## config.mk

```make
export PLATFORM = sky130hd
export DESIGN_NAME = mmi_regbank_flat
export DESIGN_NICKNAME = d
export VERILOG_FILES = /design/src/rtl/mmi_regbank_pkg.sv /design/src/rtl/mmi_regbank_if.sv /design/src/rtl/mmi_in_tracker.sv /design/src/rtl/mmi_regbank.sv /design/src/flat_wrapper.sv
export SDC_FILE = /design/constraint.sdc
export NUM_CORES = 1
export LEC_CHECK = 0
export CAP_MARGIN = 20
export CORE_UTILIZATION = 50
export CTS_BUF_LIST = sky130_fd_sc_hd__clkbuf_4 sky130_fd_sc_hd__clkbuf_8 sky130_fd_sc_hd__clkbuf_16
export CTS_CLUSTER_DIAMETER = 50
export DETAILED_ROUTE_END_ITERATION = 10
export PLACE_DENSITY = 0.73
export SLEW_MARGIN = 20
export SYNTH_ARGS = -nofsm -noshare
export SYNTH_HDL_FRONTEND = slang
export SYNTH_SLANG_ARGS = --single-unit
```

## constraint.sdc

```tcl
create_clock -name clk -period 2.3 [get_ports clk]
set_clock_uncertainty 0.15 [all_clocks]
set_input_delay 0.46 -clock clk [delete_from_list [all_inputs] [get_ports clk]]
set_output_delay 0.46 -clock clk [all_outputs]
set_load 0.03 [all_outputs]
```

## src/rtl/mmi_regbank_pkg.sv

```systemverilog
// rtl/mmi_regbank_pkg.sv - shared types and word-map helpers for the MMI register bank
//
// Purpose: FSM state type, word-map index functions and the byte-lane
// strobe merge used by the register bank and its sub-module.
package mmi_regbank_pkg;

  typedef enum logic {
    IDLE = 1'b0,
    RESP = 1'b1
  } state_t;

  function automatic int out_words(input int num_out);
    return (num_out + 3) / 4;
  endfunction

  function automatic int in_words(input int num_in);
    return (num_in + 3) / 4;
  endfunction

  function automatic int chg_idx(input int num_out, input int num_in);
    return out_words(num_out) + in_words(num_in);
  endfunction

  function automatic int irq_en_idx(input int num_out, input int num_in);
    return chg_idx(num_out, num_in) + 1;
  endfunction

  // Replace each byte of old_word whose strobe bit is set with the wdata byte.
  function automatic logic [31:0] strobe_merge(input logic [31:0] old_word,
                                               input logic [31:0] wdata,
                                               input logic [3:0]  wstrb);
    logic [31:0] merged;
    for (int b = 0; b < 4; b++) begin
      merged[b*8 +: 8] = wstrb[b] ? wdata[b*8 +: 8] : old_word[b*8 +: 8];
    end
    return merged;
  endfunction

endpackage

```

## src/rtl/mmi_regbank_if.sv

```systemverilog
// rtl/mmi_regbank_if.sv - valid/ready RAM-bus interface between CPU and register bank
//
// Purpose: groups the CPU memory-mapped bus signals.
// Signals: mmi_valid (request), mmi_ready (ack), mmi_wstrb (byte strobes, 0 = read),
//          i_mmi_wdata, o_mmi_rdata, i_mmi_addr (word address, ADDR_W bits).
interface mmi_regbank_if #(
  parameter int ADDR_W = 5
);
  logic              mmi_valid;
  logic              mmi_ready;
  logic [3:0]        mmi_wstrb;
  logic [31:0]       i_mmi_wdata;
  logic [31:0]       o_mmi_rdata;
  logic [ADDR_W-1:0] i_mmi_addr;

  modport master (
    output mmi_valid, mmi_wstrb, i_mmi_wdata, i_mmi_addr,
    input  mmi_ready, o_mmi_rdata
  );

  modport slave (
    input  mmi_valid, mmi_wstrb, i_mmi_wdata, i_mmi_addr,
    output mmi_ready, o_mmi_rdata
  );
endinterface

```

## src/rtl/mmi_in_tracker.sv

```systemverilog
// rtl/mmi_in_tracker.sv - input sampling, change flags and interrupt reduce
//
// Purpose: samples the coprocessor input bytes, detects per-byte changes into
// sticky write-1-to-clear flags and produces the registered level interrupt.
// Ports: clk, rst (async active-low), i_regs (raw inputs), chg_clr (W1C pulse),
//        irq_en (enable mask), in_q (sampled bytes), chg_flags, irq.
module mmi_in_tracker #(
  parameter int NUM_IN = 16
) (
  input  logic                clk,
  input  logic                rst,
  input  logic [NUM_IN*8-1:0] i_regs,
  input  logic [NUM_IN-1:0]   chg_clr,
  input  logic [NUM_IN-1:0]   irq_en,
  output logic [NUM_IN*8-1:0] in_q,
  output logic [NUM_IN-1:0]   chg_flags,
  output logic                irq
);

  logic [NUM_IN*8-1:0] prev_q;
  logic [NUM_IN-1:0]   chg_set;

  always_comb begin
    chg_set = '0;
    for (int j = 0; j < NUM_IN; j++) begin
      chg_set[j] = (in_q[j*8 +: 8] != prev_q[j*8 +: 8]);
    end
  end

  always_ff @(posedge clk or negedge rst) begin
    if (!rst) begin
      in_q      <= '0;
      prev_q    <= '0;
      chg_flags <= '0;
      irq       <= 1'b0;
    end else begin
      in_q      <= i_regs;
      prev_q    <= in_q;
      // A change landing on the same edge as a clear keeps the flag set.
      chg_flags <= chg_set | (chg_flags & ~chg_clr);
      irq       <= |(chg_flags & irq_en);
    end
  end

endmodule

```

## src/rtl/mmi_regbank.sv

```systemverilog
// rtl/mmi_regbank.sv - parametrised memory-mapped register bank (top)
//
// Purpose: byte-wide output control registers (optionally self-clearing),
// sampled input registers, change flags and a maskable interrupt behind a
// two-state valid/ready bus slave.
// Ports: clk, rst (async active-low), bus (mmi_regbank_if.slave),
//        i_regs (NUM_IN bytes in), o_regs (NUM_OUT bytes out), o_irq.
module mmi_regbank
  import mmi_regbank_pkg::*;
#(
  parameter int               NUM_OUT    = 16,
  parameter int               NUM_IN     = 16,
  parameter int               ADDR_W     = 5,
  parameter logic [NUM_OUT-1:0] PULSE_MASK = '0
) (
  input  logic                 clk,
  input  logic                 rst,
  mmi_regbank_if.slave         bus,
  input  logic [NUM_IN*8-1:0]  i_regs,
  output logic [NUM_OUT*8-1:0] o_regs,
  output logic                 o_irq
);

  localparam int OUT_WORDS  = out_words(NUM_OUT);
  localparam int IN_WORDS   = in_words(NUM_IN);
  localparam int CHG_IDX    = chg_idx(NUM_OUT, NUM_IN);
  localparam int IRQ_EN_IDX = irq_en_idx(NUM_OUT, NUM_IN);
  localparam int OUT_BITS   = OUT_WORDS * 32;
  localparam int IN_BITS    = IN_WORDS * 32;

  state_t               state;
  logic                 ready_q;
  logic [31:0]          rdata_q;
  logic [NUM_OUT*8-1:0] out_q;
  logic [NUM_IN-1:0]    irq_en_q;
  logic [NUM_IN-1:0]    irq_en_nxt;
  logic [NUM_IN*8-1:0]  in_q;
  logic [NUM_IN-1:0]    chg_flags;
  logic [NUM_IN-1:0]    chg_clr;
  logic                 start;
  logic                 wr_en;
  logic [31:0]          rd_word;
  logic [OUT_BITS-1:0]  out_pad;
  logic [OUT_BITS-1:0]  out_nxt;
  logic [IN_BITS-1:0]   in_pad;
  logic [NUM_OUT*8-1:0] pulse_bits;

  assign start   = (state == IDLE) && bus.mmi_valid;
  assign wr_en   = start && (bus.mmi_wstrb != 4'b0000);
  assign out_pad = OUT_BITS'(out_q);
  assign in_pad  = IN_BITS'(in_q);

  assign bus.mmi_ready   = ready_q;
  assign bus.o_mmi_rdata = rdata_q;
  assign o_regs          = out_q;

  always_comb begin
    pulse_bits = '0;
    for (int k = 0; k < NUM_OUT; k++) begin
      pulse_bits[k*8 +: 8] = {8{PULSE_MASK[k]}};
    end
  end

  // Pulse bytes clear every cycle unless rewritten; padding bytes past
  // NUM_OUT are dropped when stored, so they can never hold data.
  always_comb begin
    out_nxt = OUT_BITS'(out_q & ~pulse_bits);
    for (int w = 0; w < OUT_WORDS; w++) begin
      if (wr_en && (bus.i_mmi_addr == ADDR_W'(w))) begin
        out_nxt[w*32 +: 32] = strobe_merge(out_nxt[w*32 +: 32], bus.i_mmi_wdata, bus.mmi_wstrb);
      end
    end
  end

  always_comb begin
    chg_clr    = '0;
    irq_en_nxt = irq_en_q;
    for (int j = 0; j < NUM_IN; j++) begin
      if (wr_en && bus.mmi_wstrb[j/8]) begin
        if (bus.i_mmi_addr == ADDR_W'(CHG_IDX))    chg_clr[j]    = bus.i_mmi_wdata[j];
        if (bus.i_mmi_addr == ADDR_W'(IRQ_EN_IDX)) irq_en_nxt[j] = bus.i_mmi_wdata[j];
      end
    end
  end

  always_comb begin
    rd_word = '0;
    for (int w = 0; w < OUT_WORDS; w++) begin
      if (bus.i_mmi_addr == ADDR_W'(w)) rd_word = out_pad[w*32 +: 32];
    end
    for (int w = 0; w < IN_WORDS; w++) begin
      if (bus.i_mmi_addr == ADDR_W'(OUT_WORDS + w)) rd_word = in_pad[w*32 +: 32];
    end
    if (bus.i_mmi_addr == ADDR_W'(CHG_IDX))    rd_word = 32'(chg_flags);
    if (bus.i_mmi_addr == ADDR_W'(IRQ_EN_IDX)) rd_word = 32'(irq_en_q);
  end

  // Read data is captured from pre-write contents on the same edge the
  // write commits, then held for the single RESP cycle.
  always_ff @(posedge clk or negedge rst) begin
    if (!rst) begin
      state    <= IDLE;
      ready_q  <= 1'b0;
      rdata_q  <= '0;
      out_q    <= '0;
      irq_en_q <= '0;
    end else begin
      out_q    <= out_nxt[NUM_OUT*8-1:0];
      irq_en_q <= irq_en_nxt;
      case (state)
        IDLE: begin
          if (start) begin
            rdata_q <= rd_word;
            ready_q <= 1'b1;
            state   <= RESP;
          end
        end
        RESP: begin
          rdata_q <= '0;
          ready_q <= 1'b0;
          state   <= IDLE;
        end
        default: state <= IDLE;
      endcase
    end
  end

  mmi_in_tracker #(
    .NUM_IN (NUM_IN)
  ) u_in_tracker (
    .clk       (clk),
    .rst       (rst),
    .i_regs    (i_regs),
    .chg_clr   (chg_clr),
    .irq_en    (irq_en_q),
    .in_q      (in_q),
    .chg_flags (chg_flags),
    .irq       (o_irq)
  );

endmodule

```

## src/flat_wrapper.sv

```systemverilog
// flat-port wrapper written by rule: the top's interface ports become plain ports
module mmi_regbank_flat import mmi_regbank_pkg::*;
#(
  parameter int               NUM_OUT    = 16,
  parameter int               NUM_IN     = 16,
  parameter int               ADDR_W     = 5,
  parameter logic [NUM_OUT-1:0] PULSE_MASK = '0
)
  (clk, rst, i_regs, o_regs, o_irq, bus_mmi_valid, bus_mmi_wstrb, bus_i_mmi_wdata, bus_i_mmi_addr, bus_mmi_ready, bus_o_mmi_rdata);
  mmi_regbank_if #(.ADDR_W(ADDR_W)) bus_i ();
  input  logic clk;
  input  logic rst;
  input  logic [NUM_IN*8-1:0] i_regs;
  output logic [NUM_OUT*8-1:0] o_regs;
  output logic o_irq;
  input wire logic [$bits(bus_i.mmi_valid)-1:0] bus_mmi_valid;
  input wire logic [$bits(bus_i.mmi_wstrb)-1:0] bus_mmi_wstrb;
  input wire logic [$bits(bus_i.i_mmi_wdata)-1:0] bus_i_mmi_wdata;
  input wire logic [$bits(bus_i.i_mmi_addr)-1:0] bus_i_mmi_addr;
  output wire logic [$bits(bus_i.mmi_ready)-1:0] bus_mmi_ready;
  output wire logic [$bits(bus_i.o_mmi_rdata)-1:0] bus_o_mmi_rdata;
  assign bus_i.mmi_valid = bus_mmi_valid;
  assign bus_i.mmi_wstrb = bus_mmi_wstrb;
  assign bus_i.i_mmi_wdata = bus_i_mmi_wdata;
  assign bus_i.i_mmi_addr = bus_i_mmi_addr;
  assign bus_mmi_ready = bus_i.mmi_ready;
  assign bus_o_mmi_rdata = bus_i.o_mmi_rdata;
  mmi_regbank #(.NUM_OUT(NUM_OUT), .NUM_IN(NUM_IN), .ADDR_W(ADDR_W), .PULSE_MASK(PULSE_MASK)) u_core (.clk(clk), .rst(rst), .bus(bus_i), .i_regs(i_regs), .o_regs(o_regs), .o_irq(o_irq));
endmodule
```

==> results of run 1 <==
==> what timing repair did <==
action,CTS,global route
setup endpoints to repair,61,50
hold buffers,1,0
resized for setup,61,33
endpoints found under the hold margin,185,0
==> cell type report <==
class | instances | share of cell area, %
clock inverter | 14 | 0.7514
timing repair buffer | 487 | 19.91
inverter | 4 | 0.06011
antenna | 3 | 0.03006
clock buffer | 70 | 5.786
multi-input combinational | 840 | 25.96
tap | 461 | 2.309
sequential | 451 | 45.19
==> per-layer routing <==
layer | GRT usage, % | wire (µm)
met5 | 0 | 13
met4 | 12.42 | 2178
met3 | 7.418 | 5076
met2 | 48.16 | 26460
met1 | 46.23 | 24990
==> power by group through the flow <==
stage / registers (µW) / logic, µW / clock network [µW]
final: 9010 / 2910 / 7930
after global routing: 9060 / 3070 / 8340
after CTS: 9000 / 2920 / 8020
after detailed placement: 9140 / 2980 / 0
after global placement: 9130 / 2950 / 0
after floorplan: 9510 / 876 / 0
==> state kept, by name, summed over array words and instances, names as in the netlist <==
register and count:
u_core.o_regs 128, u_core.u_in_tracker.in_q 128, u_core.u_in_tracker.prev_q 128, u_core.bus.o_mmi_rdata 32, u_core.irq_en_q 16, u_core.u_in_tracker.chg_flags 16, u_core.bus.mmi_ready 1, u_core.state 1
u_core.u_in_tracker.irq 1
==> through the flow <==
stage                     setup TNS [ns]  util, %  instances  hold slack [ns]
after CTS                              0    69.95       2327           0.1426
after global placement            -63.00    65.54       2242           0.2147
after detailed placement          -67.75    65.54       2242           0.2107
final                                  0    70.22       2330           0.1634
after floorplan                        0        -       1356          0.01441
after global routing            -0.06129    70.22       2330           0.1533
==> worst min path at each step <==
stage	from	to	slack, ns	cells past startpoint
5_1_grt	i_regs[96]	u_core.u_in_tracker.in_q[96]	0.15	1
4_1_cts	i_regs[0]	u_core.u_in_tracker.in_q[0]	0.14	1
3_5_place_dp	rst	u_core.u_in_tracker.in_q[76]	0.21	1
2_1_floorplan	rst	u_core.bus.mmi_ready	0.01	0
6_report	i_regs[84]	u_core.u_in_tracker.in_q[84]	0.16	1
3_3_place_gp	rst	u_core.u_in_tracker.in_q[100]	0.21	1
==> cells in the mapped netlist, types with 3 or more instances <==
cell type | count | share of area (%)
a311oi_1 | 11 | 0.53
and2_1 | 3 | 0.10
buf_6 | 5 | 0.31
o221ai_1 | 7 | 0.34
a22oi_1 | 16 | 0.66
a21oi_1 | 51 | 1.4
a21boi_0 | 10 | 0.41
or4b_2 | 10 | 0.55
mux2_2 | 155 | 9.6
a221oi_1 | 18 | 0.87
clkbuf_1 | 25 | 0.52
mux2i_1 | 21 | 1.2
o2bb2ai_1 | 15 | 0.73
nor2_1 | 69 | 1.4
nand4_1 | 35 | 1.2
nor2b_1 | 4 | 0.14
a31o_1 | 11 | 0.53
a221o_1 | 30 | 1.7
o22ai_1 | 27 | 0.93
nand3_1 | 3 | 0.083
nor3_1 | 3 | 0.083
a211oi_1 | 4 | 0.17
a22o_1 | 6 | 0.29
buf_2 | 20 | 0.55
nor2_2 | 16 | 0.55
xnor2_1 | 128 | 6.2
nor3_4 | 3 | 0.27
dfrtp_1 | 451 | 62
a211o_1 | 16 | 0.77
buf_4 | 8 | 0.33
o21ai_0 | 38 | 1.1
nand3b_1 | 13 | 0.54
nand2_1 | 80 | 1.7
o21a_1 | 10 | 0.41
==> cells by family (layout without fill, tap and decap cells) <==
group	count (synthesis)	count (layout)	share of synthesized area, %
other cells	0	3	0
xor+xnor	128	128	6.197
compound gates	278	278	11.10
buf+inv	65	575	1.868
flops	451	451	62.39
simple gates	258	258	7.636
mux	176	176	10.81
==> impl_metrics.json, run 1 <==
{
  "path_buf_inv": 1,
  "routed_via_density": 5.816,
  "drtIter0Drc": 1353,
  "tightest_slew_ns": 0.5017,
  "path_class": "register to primary output",
  "fin_crit_sh_pct": 99.85,
  "finalCriticalPeriod_ns": 2.297,
  "switching_share_pct": 26.30,
  "peakVddDrop_mv": 0.7934,
  "rows": 69,
  "cts_buffer_depth": 3,
  "cp_slowest_cell": "clkdlybuf4s50_1",
  "ant_nets": 0,
  "cp_num_cells": 1,
  "rsz0062_at_grt": "yes",
  "dieArea_mm2": 0.03694,
  "ys.flop_type": "dfrtp_1",
  "required_ns": 1.69,
  "place_area_mm2": 0.02331,
  "critPathTopFamily": "buffers and inverters",
  "die_h_um": 192.2,
  "finalPower_uw": 19850,
  "endpoint": "o_regs[57]",
  "seq_area_mm2": 0.01129,
  "max_freq_mhz": 435.4,
  "synth.distinct_cells": 59,
  "gp_routability_congestion": 0.9630,
  "hpwl_um": 43630,
  "avgRoutedWirePerCell_um": 25.20,
  "ys_seq_area_share_pct": 62.39,
  "crit_path_end_kind": "primary output",
  "grt_pass1_vias": 13990,
  "cts_made_buffers": 48,
  "wl_um": 58710,
  "slew_headroom_pct": 66.45,
  "grt_max_degree": 84,
  "grt_antenna_before_repair": 6,
  "synth_nets": 1528,
  "internal-power_uw": 14630,
  "root_buffer": "clkbuf_16",
  "port_buffers": 333,
  "track_usage_pct": 32.41,
  "reg2reg_slack_ns": 0.25,
  "dp_slack_ns": -0.5878,
  "worstPathMaxFanout": 3,
  "syn_to_final_growth_pct": 38.07,
  "sequentialPowerShare_pct": 45.4,
  "status": "completed",
  "io_pins": 334,
  "cts_tree": "built",
  "layout_common_cells": "451 x dfrtp_1, 239 x clkdlybuf4s50_1, 155 x mux2_2",
  "die_x_um": 192.2,
  "final_common_cell": "dfrtp_1",
  "p_leak_uw": 0.01121,
  "numClockSinks": 451,
  "nets": 2004,
  "slew_violations": 0,
  "comb_power_share_pct": 14.7,
  "worstRegToRegCells": 8,
  "grt_first_pass_wirelength_um": 87420,
  "core-area_mm2": 0.03557,
  "clk_latency_ns": 0.58,
  "path_cells": "clkdlybuf4s50_1",
  "drc": 0,
  "reg2reg_from": "u_core.state",
  "crit_start": "u_core.o_regs[57]",
  "setup_viol": 0,
  "clkTransAtPathRegs_ns": 0.06,
  "async_flop_share_pct": 100.0,
  "cp-start-kind": "register",
  "pwr-share-clk_pct": 39.9,
  "hold_viol_final": 0,
  "multi_input_area_mm2": 0.006485,
  "critPathArrivalTime_ns": 1.69,
  "synth_edf_count": 0,
  "r2r-end": "u_core.o_regs[68]",
  "avgSynthCellArea_um2": 13.34,
  "start_util_pct": 50.86,
  "p_per_area_mw_per_mm2": 794.7,
  "layout_setup_ws_ns": 0.003445,
  "postSynthCellCount": 1356,
  "post-route-cell-area_mm2": 0.02498,
  "ys_seq_elements": 451,
  "p_switching_uw": 5220,
  "dr.pass1.iters": 6,
  "nFillCells": 2561,
  "htree_levels": 2,
  "post_cts_buffers": 0,
  "drv_cap": 0,
  "drive_above_1_share_pct": 23.47,
  "slowest_delay_ns": 0.71,
  "vias": 13550,
  "grt_overflow": 0,
  "yosysWarnings": 0,
  "hold_path_class": "primary input to register",
  "syn_area_mm2": 0.01809
}
No activity file was read; power rests on OpenSTA's default activity.
==> inputs of run 2 (changes only) <==
--- a/config.mk
+++ b/config.mk
@@ -10,6 +10,7 @@
 export CTS_BUF_LIST = sky130_fd_sc_hd__clkbuf_4 sky130_fd_sc_hd__clkbuf_8 sky130_fd_sc_hd__clkbuf_16
 export CTS_CLUSTER_DIAMETER = 50
 export DETAILED_ROUTE_END_ITERATION = 10
+export GPL_TIMING_DRIVEN = 0
 export PLACE_DENSITY = 0.73
 export SLEW_MARGIN = 20
 export SYNTH_ARGS = -nofsm -noshare
==> impl_metrics.json, run 2 (synthesis results as in run 1) <==
{
  "cp_num_cells": 1,
  "tightest_slew_ns": 0.7499,
  "endpoint": "bus_o_mmi_rdata[27]",
  "rows": 69,
  "placed_cells": 2153,
  "crit_start": "u_core.bus.o_mmi_rdata[27]",
  "drv_cap": 0,
  "nFillCells": 2579,
  "cts_made_buffers": 49,
  "core-area_mm2": 0.03557,
  "worstRegToRegCells": 5,
  "hold_slack_ns": 0.1548,
  "io_pins": 334,
  "avgRoutedWirePerCell_um": 25.70,
  "grt_pass1_vias": 13650,
  "worstPathMaxFanout": 2,
  "ant_nets": 0,
  "dr.pass1.iters": 5,
  "layout_common_cells": "451 x dfrtp_1, 229 x clkdlybuf4s50_1, 155 x mux2_2",
  "syn_to_final_growth_pct": 36.02,
  "max_freq_mhz": 437.0,
  "cp-start-kind": "register",
  "hold_viol_final": 0,
  "multi_input_area_mm2": 0.006725,
  "grt_overflow": 0,
  "die_h_um": 192.2,
  "dieArea_mm2": 0.03694,
  "peakVddDrop_mv": 0.7738,
  "wl_um": 58520,
  "grt_max_degree": 94,
  "finalPower_uw": 20060,
  "critPathArrivalTime_ns": 1.68,
  "cts_tree": "built",
  "hold_depth": 1,
  "path_buf_inv": 1,
  "status": "completed",
  "path_cells": "clkdlybuf4s50_1",
  "htree_levels": 2,
  "drive_above_1_share_pct": 22.00,
  "grt_first_pass_wirelength_um": 85930,
  "path_class": "register to primary output",
  "track_usage_pct": 31.97,
  "reg2reg_from": "u_core.state",
  "die_x_um": 192.2,
  "finalNonFillerCells": 2277,
  "seq_area_mm2": 0.01129,
  "final_common_cell": "dfrtp_1",
  "numClockSinks": 451,
  "drtIter0Drc": 982,
  "hpwl_um": 42270,
  "p_leak_uw": 0.01116,
  "slowest_delay_ns": 0.69,
  "slew_violations": 0,
  "r2r-end": "u_core.o_regs[49]",
  "vias": 13370,
  "routed_via_density": 5.871,
  "setup_viol": 0,
  "port_buffers": 331,
  "crit_path_end_kind": "primary output",
  "required_ns": 1.69,
  "critPathTopFamily": "buffers and inverters",
  "drc": 0,
  "finalCriticalPeriod_ns": 2.288,
  "root_buffer": "clkbuf_16",
  "grt_antenna_before_repair": 6,
  "cp_slowest_cell": "clkdlybuf4s50_1",
  "reg2reg_slack_ns": 0.05,
  "start_util_pct": 50.86,
  "slew_headroom_pct": 50.01,
  "cts_buffer_depth": 3,
  "fin_setup_tns_ns": 0,
  "hold_path_class": "primary input to register",
  "nets": 1945,
  "clkTransAtPathRegs_ns": 0.06,
  "fin_crit_sh_pct": 99.49,
  "clk_latency_ns": 0.59,
  "p_per_area_mw_per_mm2": 815.1,
  "gp_routability_congestion": 0.9252
}
[run 2: repair_timing]
action,in CTS,in global routing
setup buffers,15,14
gates resized for setup,103,93
setup endpoints to repair,237,271
hold buffers,1,0
pin swaps,12,17
endpoints found under the hold margin,72,0
[run 2: routing by layer]
| metal | GRT usage, % | vias to the layer above | share of wire, % |
|---|---|---|---|
| met3 | 8.496 | 108 | 8.8 |
| li1 | - | 5775 | - |
| met5 | 0 | - | 0.099 |
| met1 | 43.71 | 6888 | 41 |
| met4 | 10.57 | 4 | 2.9 |
| met2 | 49.54 | 594 | 47 |
[run 2: worst min path at each step]
stage | from | endpoint | slack [ns]
3_3_place_gp | u_core.u_in_tracker.in_q[47] | u_core.u_in_tracker.prev_q[47] | 0.25
4_1_cts | i_regs[83] | u_core.u_in_tracker.in_q[83] | 0.14
3_5_place_dp | u_core.u_in_tracker.in_q[47] | u_core.u_in_tracker.prev_q[47] | 0.25
6_report | i_regs[54] | u_core.u_in_tracker.in_q[54] | 0.15
5_1_grt | i_regs[113] | u_core.u_in_tracker.in_q[113] | 0.14
2_1_floorplan | rst | u_core.bus.mmi_ready | 0.01
[run 2: through the flow]
stage	setup slack, ns	utilization, %	instance area (µm²)
after floorplan	0.07881	-	18090
after global placement	-18.64	61.79	21980
after detailed placement	-1.252	62.20	22120
after CTS	-0.03150	67.98	24180
after global routing	-0.01109	69.18	24610
final	0.01165	69.18	24610
[run 2: cell type report]
class | instances | share of cell area (%)
Inverter | 4 | 0.06102
Antenna cell | 2 | 0.02034
Multi-Input combinational cell | 840 | 27.33
Buffer | 61 | 1.571
Clock buffer | 71 | 6.178
Tap cell | 461 | 2.344
Clock inverter | 21 | 0.8492
Sequential cell | 451 | 45.87
Timing Repair Buffer | 366 | 15.78
[run 2: report_power, final]
part	total, µW	internal [µW]	leakage [µW]	switching, µW
clock	8230	4950	0.000865	3280
sequential	8960	8480	0.00553	486
combinational	2860	1270	0.00477	1590
total	20100	14700	0.0112	5360
